<file path="config.mk">
export PLATFORM = sky130hd
export DESIGN_NAME = sp_ram_sync
export DESIGN_NICKNAME = d
export VERILOG_FILES = /design/src/rtl/sp_ram_pkg.sv /design/src/rtl/sp_ram_array.sv /design/src/rtl/sp_ram_sync.sv
export SDC_FILE = /design/constraint.sdc
export NUM_CORES = 1
export LEC_CHECK = 0
export CAP_MARGIN = 40
export CORE_MARGIN = 2
export CORE_UTILIZATION = 30
export CTS_CLUSTER_SIZE = 14
export DETAILED_ROUTE_END_ITERATION = 10
export GPL_TIMING_DRIVEN = 0
export PLACE_DENSITY = 0.55
export SLEW_MARGIN = 20
export SYNTH_ARGS = -nofsm -noshare
export SYNTH_HDL_FRONTEND = slang
export SYNTH_SLANG_ARGS = --single-unit
</file>
<file path="constraint.sdc">
create_clock -name clk -period 3.6 [get_ports clk]
set_clock_uncertainty 0.05 [all_clocks]
set_input_delay 1.08 -clock clk [delete_from_list [all_inputs] [get_ports clk]]
set_output_delay 1.08 -clock clk [all_outputs]
set_load 0.01 [all_outputs]
</file>
<file path="src/rtl/sp_ram_pkg.sv">
// Shared types and helpers for the sp_ram_sync block.
package sp_ram_pkg;

  // Bits per byte lane; the data width is always a whole number of lanes.
  localparam int unsigned BYTE_W = 8;

  // Controller states: CLEAR sweeps the array to zero, IDLE serves requests.
  typedef enum logic {
    CLEAR = 1'b0,
    IDLE  = 1'b1
  } state_e;

  // Number of byte lanes in a data word.
  function automatic int unsigned bytes_of(input int unsigned data_w);
    return data_w / BYTE_W;
  endfunction

  // Even parity of one byte: the stored bit makes the total count of ones even.
  function automatic logic byte_parity(input logic [BYTE_W-1:0] b);
    return ^b;
  endfunction

endpackage

</file>
<file path="src/rtl/sp_ram_array.sv">
// Storage array for sp_ram_sync: byte-enable write port and registered read.
// Optional feature macro: SP_RAM_PARITY_EN adds one even-parity bit per byte
// lane and a read-side mismatch flag; without it rpar_err is tied low.
module sp_ram_array
  import sp_ram_pkg::*;
#(
  parameter int DATA_W = 8,
  parameter int ADDR_W = 4
) (
  input  logic                clk,
  input  logic                we,
  input  logic                re,
  input  logic [DATA_W/8-1:0] be,
  input  logic [ADDR_W-1:0]   addr,
  input  logic [DATA_W-1:0]   wdata,
  output logic [DATA_W-1:0]   rdata,
  output logic                rpar_err
);

  localparam int NB    = bytes_of(DATA_W);
  localparam int DEPTH = 1 << ADDR_W;

  logic [DATA_W-1:0] mem [DEPTH];
  logic [DATA_W-1:0] rdata_q;

  // Byte-lane write; lanes with be low keep their previous contents.
  always_ff @(posedge clk) begin
    for (int b = 0; b < NB; b++) begin
      if (we && be[b]) begin
        mem[addr][b*8 +: 8] <= wdata[b*8 +: 8];
      end
    end
  end

  // Registered read; non-blocking update gives old data on a same-edge write.
  always_ff @(posedge clk) begin
    if (re) begin
      rdata_q <= mem[addr];
    end
  end

  assign rdata = rdata_q;

`ifdef SP_RAM_PARITY_EN
  logic [NB-1:0] par_mem [DEPTH];
  logic [NB-1:0] rpar_q;
  logic [NB-1:0] mism;

  // Parity bits follow the same byte enables as the data lanes.
  always_ff @(posedge clk) begin
    for (int b = 0; b < NB; b++) begin
      if (we && be[b]) begin
        par_mem[addr][b] <= byte_parity(wdata[b*8 +: 8]);
      end
    end
  end

  // Stored parity is read alongside the data word.
  always_ff @(posedge clk) begin
    if (re) begin
      rpar_q <= par_mem[addr];
    end
  end

  for (genvar gi = 0; gi < NB; gi++) begin : g_par_chk
    assign mism[gi] = byte_parity(rdata_q[gi*8 +: 8]) ^ rpar_q[gi];
  end

  assign rpar_err = |mism;
`else
  assign rpar_err = 1'b0;
`endif

endmodule

</file>
<file path="src/rtl/sp_ram_sync.sv">
// Synchronous single-port RAM with byte enables, post-reset clear sweep,
// read valid pipeline and optional output register (OUT_REG).
// Optional feature macro: SP_RAM_PARITY_EN (per-byte parity, parity_err).
module sp_ram_sync
  import sp_ram_pkg::*;
#(
  parameter int DATA_W  = 8,
  parameter int ADDR_W  = 4,
  parameter int OUT_REG = 0
) (
  input  logic                clk,
  input  logic                rst,
  input  logic                en,
  input  logic                we,
  input  logic [DATA_W/8-1:0] be,
  input  logic [ADDR_W-1:0]   addr,
  input  logic [DATA_W-1:0]   data_in,
  output logic                ready,
  output logic [DATA_W-1:0]   data_out,
  output logic                rd_valid,
  output logic                parity_err
);

  localparam int NB = bytes_of(DATA_W);

  state_e            state_q, state_d;
  logic [ADDR_W-1:0] clr_addr_q, clr_addr_d;

  logic              arr_we, arr_re;
  logic [NB-1:0]     arr_be;
  logic [ADDR_W-1:0] arr_addr;
  logic [DATA_W-1:0] arr_wdata, arr_rdata;
  logic              arr_perr;

  // Stage 0: read issued into the array; stage 1: first visible result.
  logic              v0_q, v0_d;
  logic              v1_q, v1_d;
  logic [DATA_W-1:0] data1_q, data1_d;
  logic              perr1_q, perr1_d;

  // State register and clear counter; reset restarts the sweep at word 0.
  always_ff @(posedge clk) begin
    if (rst) begin
      state_q    <= CLEAR;
      clr_addr_q <= '0;
    end else begin
      state_q    <= state_d;
      clr_addr_q <= clr_addr_d;
    end
  end

  // Next state and array port steering; reset blocks all array activity.
  always_comb begin
    state_d    = state_q;
    clr_addr_d = clr_addr_q;
    arr_we     = 1'b0;
    arr_re     = 1'b0;
    arr_be     = '0;
    arr_addr   = addr;
    arr_wdata  = data_in;
    case (state_q)
      CLEAR: begin
        arr_we     = 1'b1;
        arr_be     = '1;
        arr_addr   = clr_addr_q;
        arr_wdata  = '0;
        clr_addr_d = clr_addr_q + 1'b1;
        if (clr_addr_q == '1) begin
          state_d = IDLE;
        end
      end
      IDLE: begin
        if (en) begin
          if (we) begin
            arr_we = 1'b1;
            arr_be = be;
          end else begin
            arr_re = 1'b1;
          end
        end
      end
      default: state_d = CLEAR;
    endcase
    if (rst) begin
      arr_we = 1'b0;
      arr_re = 1'b0;
    end
  end

  assign ready = (state_q == IDLE);

  sp_ram_array #(
    .DATA_W (DATA_W),
    .ADDR_W (ADDR_W)
  ) u_array (
    .clk      (clk),
    .we       (arr_we),
    .re       (arr_re),
    .be       (arr_be),
    .addr     (arr_addr),
    .wdata    (arr_wdata),
    .rdata    (arr_rdata),
    .rpar_err (arr_perr)
  );

  // Stage-1 next values: capture array data only when a read completes.
  always_comb begin
    v0_d    = arr_re;
    v1_d    = v0_q;
    data1_d = v0_q ? arr_rdata : data1_q;
    perr1_d = v0_q & arr_perr;
  end

  // Valid pipeline and first result register; reset drops in-flight reads.
  always_ff @(posedge clk) begin
    if (rst) begin
      v0_q    <= 1'b0;
      v1_q    <= 1'b0;
      data1_q <= '0;
      perr1_q <= 1'b0;
    end else begin
      v0_q    <= v0_d;
      v1_q    <= v1_d;
      data1_q <= data1_d;
      perr1_q <= perr1_d;
    end
  end

  if (OUT_REG != 0) begin : g_out_reg
    logic              v2_q, v2_d;
    logic [DATA_W-1:0] data2_q, data2_d;
    logic              perr2_q, perr2_d;

    // Extra output stage: same hold-until-next-read behaviour, one cycle later.
    always_comb begin
      v2_d    = v1_q;
      data2_d = v1_q ? data1_q : data2_q;
      perr2_d = v1_q & perr1_q;
    end

    // Output register with synchronous clear.
    always_ff @(posedge clk) begin
      if (rst) begin
        v2_q    <= 1'b0;
        data2_q <= '0;
        perr2_q <= 1'b0;
      end else begin
        v2_q    <= v2_d;
        data2_q <= data2_d;
        perr2_q <= perr2_d;
      end
    end

    assign rd_valid   = v2_q;
    assign data_out   = data2_q;
    assign parity_err = perr2_q;
  end else begin : g_no_out_reg
    assign rd_valid   = v1_q;
    assign data_out   = data1_q;
    assign parity_err = perr1_q;
  end

endmodule
</file>
==> out/qor_table.md <==
| Metric | This run | Unit |
|---|---|---|
| IO Port Bufs | 25 | - |
| Ys async rst share | 0 | - |
| Number of antenna-violating nets in the routed design | 0 | - |
| Root buffer cell | sky130_fd_sc_hd__clkbuf_16 | - |
| Worst rel slew slack | 0.4520 | - |
| Die outline height | 149.2 | µm |
| Result of the run | complete, no violations | - |
| Main flop type after synthesis | sky130_fd_sc_hd__edfxtp_1 | - |
| Routed len/inst | 19.39 | µm |
| Sequential standard cell area | 4384 | µm² |
| Area growth syn-to-layout | 19.09 | % |
| Max frequency | 0.2842 | GHz |
| Static Leakage | 2.634 | nW |
| Number of buffers on the longest clock path | 2 | - |
| GP Congestion | 0.8499 | - |
| Most common cell in the netlist | sky130_fd_sc_hd__edfxtp_1 | - |
| Worst supply voltage drop on vdd | 0.0002616 | V |
| Kind of capture point of the worst setup path | flip-flop | - |
| Number of buffers created by CTS | 17 | - |
| Share of cells above drive strength 1 | 0.1180 | - |
| Number of vias after detailed routing | 3755 | - |
| Final antenna diode count | 0 | - |
| Startpoint Class | input pin | - |
| Cell taking the most area after synthesis | sky130_fd_sc_hd__edfxtp_1 | - |
| Cell row count | 53 | - |
| Post-synth top area share | 0.6456 | - |
| RSZ-0062 raised after global routing | false | - |
| Arrival time reported for the critical path endpoint | 3610 | ps |
| Count of flip-flops with a built-in enable after synthesis | 136 | - |
| Average cell area after synthesis | 14.96 | µm² |
| Top-Level Pins | 28 | - |
| Final std cell area, no fill | 7533 | µm² |
| Clk Latency, worst-skew pair | 420 | ps |
| Pin count of the biggest net entering global routing | 17 | - |
| Clock transition at path regs | 60 | ps |
| Sequential-to-total area share from yosys stat | 0.6930 | - |
| Htree depth | 4 | - |
| Fin crit period | 3519 | ps |
| Hold-fix buffers, CTS | 0 | - |
| Antenna violations before repair | 0 | - |
| Worst Max-Slew Pin Slew | 819.0 | ps |
| Largest driver fanout on the critical path | 10 | - |
| Post-synthesis net count | 441 | - |
| Number of warnings printed during yosys synthesis | 0 | - |
| Required time of the critical path | 3690 | ps |
| Final Hold Viols | 0 | - |
| Number of slew-limit violations in the final report | 0 | - |
| Effective utilization at floorplan | 0.3028 | - |
| Net total in the final layout | 488 | - |
| TritonCTS clock tree | done | - |
| Setup Crit Path Kind | input pin to flip-flop | - |
| Finished Core Util | 0.3606 | - |
| Detailed-placement wirelength estimate | 10210 | µm |
| Overall Global Routing Usage | 0.1383 | - |
| X dimension of the die | 149.2 | µm |
| Type of the most critical hold path | flip-flop to flip-flop | - |
| Wire length of the first global-routing pass | 22320 | µm |
| Final setup viols | 0 | - |
| Cell Pwr Density | 511.0 | nW/µm² |
| Total of fill cells in the finished design | 1971 | - |
| Clock tree sinks | 151 | - |
| Cell types with the highest counts after synthesis | sky130_fd_sc_hd__edfxtp_1 (136), sky130_fd_sc_hd__mux2i_1 (43), sky130_fd_sc_hd__nor2_1 (31), sky130_fd_sc_hd__o21ai_0 (24) | - |
| Number of global-route vias before repair | 3737 | - |
| Congestion Overflow GR | 0 | - |
| Seq cells post-synth | 151 | - |
| DR iter-0 viols | 309 | - |
| Leading cell types by total area after synthesis | sky130_fd_sc_hd__edfxtp_1 (65%), sky130_fd_sc_hd__mux2i_1 (6.8%), sky130_fd_sc_hd__dfxtp_1 (4.7%) | - |
| Via/cell ratio | 4.954 | - |
| Footprint of the multi-input gates | 1813 | µm² |
| Number of distinct library cells after synthesis | 44 | - |
| First-pass DRT Iterations | 5 | - |
| Die area | 22270 | µm² |
| Portion of the clock cycle consumed by the worst path in the final layout | 0.9776 | - |
| Remaining design rule violation count | 0 | - |
| Instance count of the mapped netlist | 423 | - |
| Mapped Area | 6326 | µm² |
| Placeable Area | 20890 | µm² |
| Sum of routed wire length over all layers | 14700 | µm |
| Instance area at placement | 6932 | µm² |
| Max-cap check violation count | 0 | - |
-- cells by family (layout without fill, tap and decap cells) --
family          Yosys count  count (layout)  share of synthesized area
buf+inv                  29              89                    0.02393
compound gates          105             105                     0.1153
mux                      44              44                    0.06982
xor+xnor                  3               3                   0.004154
fa+ha+maj                 1               1                   0.001978
flops                   151             151                     0.6930
other cells               1               1                  0.0005928
simple gates             89              89                    0.09118
-- per-stage QoR --
step	cells	setup TNS (ps)	total power (W)	hold WS [ps]	setup slack, ps
floorplan	423	0	0.002084	406.6	647.8
global placement	723	-28090	0.002157	415.7	-390.3
detailed placement	724	-32280	0.002162	431.0	-427.1
CTS	756	0	0.003871	444.8	16.82
global route	758	0	0.003970	482.3	11.51
finish	758	0	0.003850	436.4	80.76
-- cell usage in the layout, fill, tap and decap left out, drive strengths merged, types with 3 or more instances in the layout --
cell type	netlist	routed
edfxtp	136	136
mux2i	43	43
clkbuf	17	36
nor2	32	32
o21ai	28	28
clkdlybuf4s50	0	25
o22ai	16	16
and4b	16	16
o21a	16	16
dfxtp	15	15
buf	11	14
a31oi	9	9
clkinv	0	9
and2	8	8
a21boi	8	8
o41a	8	8
a41oi	8	8
or4	8	8
a31o	8	8
and3b	4	4
nand3	4	4
nor3b	4	4
nor2b	3	3
a21oi	3	3
bufinv	0	3
-- per-layer routing --
layer / GRT usage / part of all wire / vias to the layer above
met5: 0 / 0 / -
met4: 0.05429 / 0.024 / 0
met3: 0.03639 / 0.045 / 19
met2: 0.2207 / 0.47 / 105
met1: 0.1803 / 0.46 / 1847
li1: - / - / 1784
-- power breakdown --
group,switching [W],internal [W],total [W]
combinational,0.000125,0.0000814,0.000206
clock,0.000651,0.00107,0.00172
sequential,0.0000107,0.00191,0.00192
-- final cells by class --
class | instances | area share
Sequential cell | 151 | 0.5820
Multi-Input combinational cell | 243 | 0.2407
Clock buffer | 19 | 0.05747
Tap cell | 275 | 0.04567
Timing Repair Buffer | 28 | 0.03604
Buffer | 28 | 0.01960
Clock inverter | 13 | 0.01810
Inverter | 1 | 0.0004983
-- registers in the layout, indices dropped and copies added (netlist names) --
name,count
clr_addr_q,4
ready,1
u_array.mem,128
v0_q,1
rd_valid,1
u_array.rdata,8
data_out,8
-- final timing paths --
| check | endpoint | slack (ps) | start | depth (start not counted) |
|---|---|---|---|---|
| worst max-delay path | u_array.rdata[0]$_DFFE_PP_ | 80 | addr[1] | 6 |
| worst min-delay path | data_out[7]$_SDFFE_PP0P_ | 440 | u_array.rdata[7]$_DFFE_PP_ | 2 |
| worst max register to register | u_array.mem[11][7]$_DFFE_PP_ | 720 | ready$_SDFF_PP0_ | 6 |
| worst min register to register | data_out[7]$_SDFFE_PP0P_ | 440 | u_array.rdata[7]$_DFFE_PP_ | 2 |
-- critical path: stages --
cell,delay (ps)
sky130_fd_sc_hd__clkdlybuf4s50_1,560
sky130_fd_sc_hd__clkbuf_1,360
sky130_fd_sc_hd__mux2i_1,280
sky130_fd_sc_hd__o21ai_1,420
sky130_fd_sc_hd__o22ai_1,320
sky130_fd_sc_hd__or4_1,590
-- what timing repair did --
item | 4_1_cts | 5_1_grt
endpoints found under the hold margin | 0 | 0
resized for setup | 0 | 6
buffers inserted | 0 | 0
endpoints found under the setup margin | 0 | 35
Power figures use the tool's default switching activity.
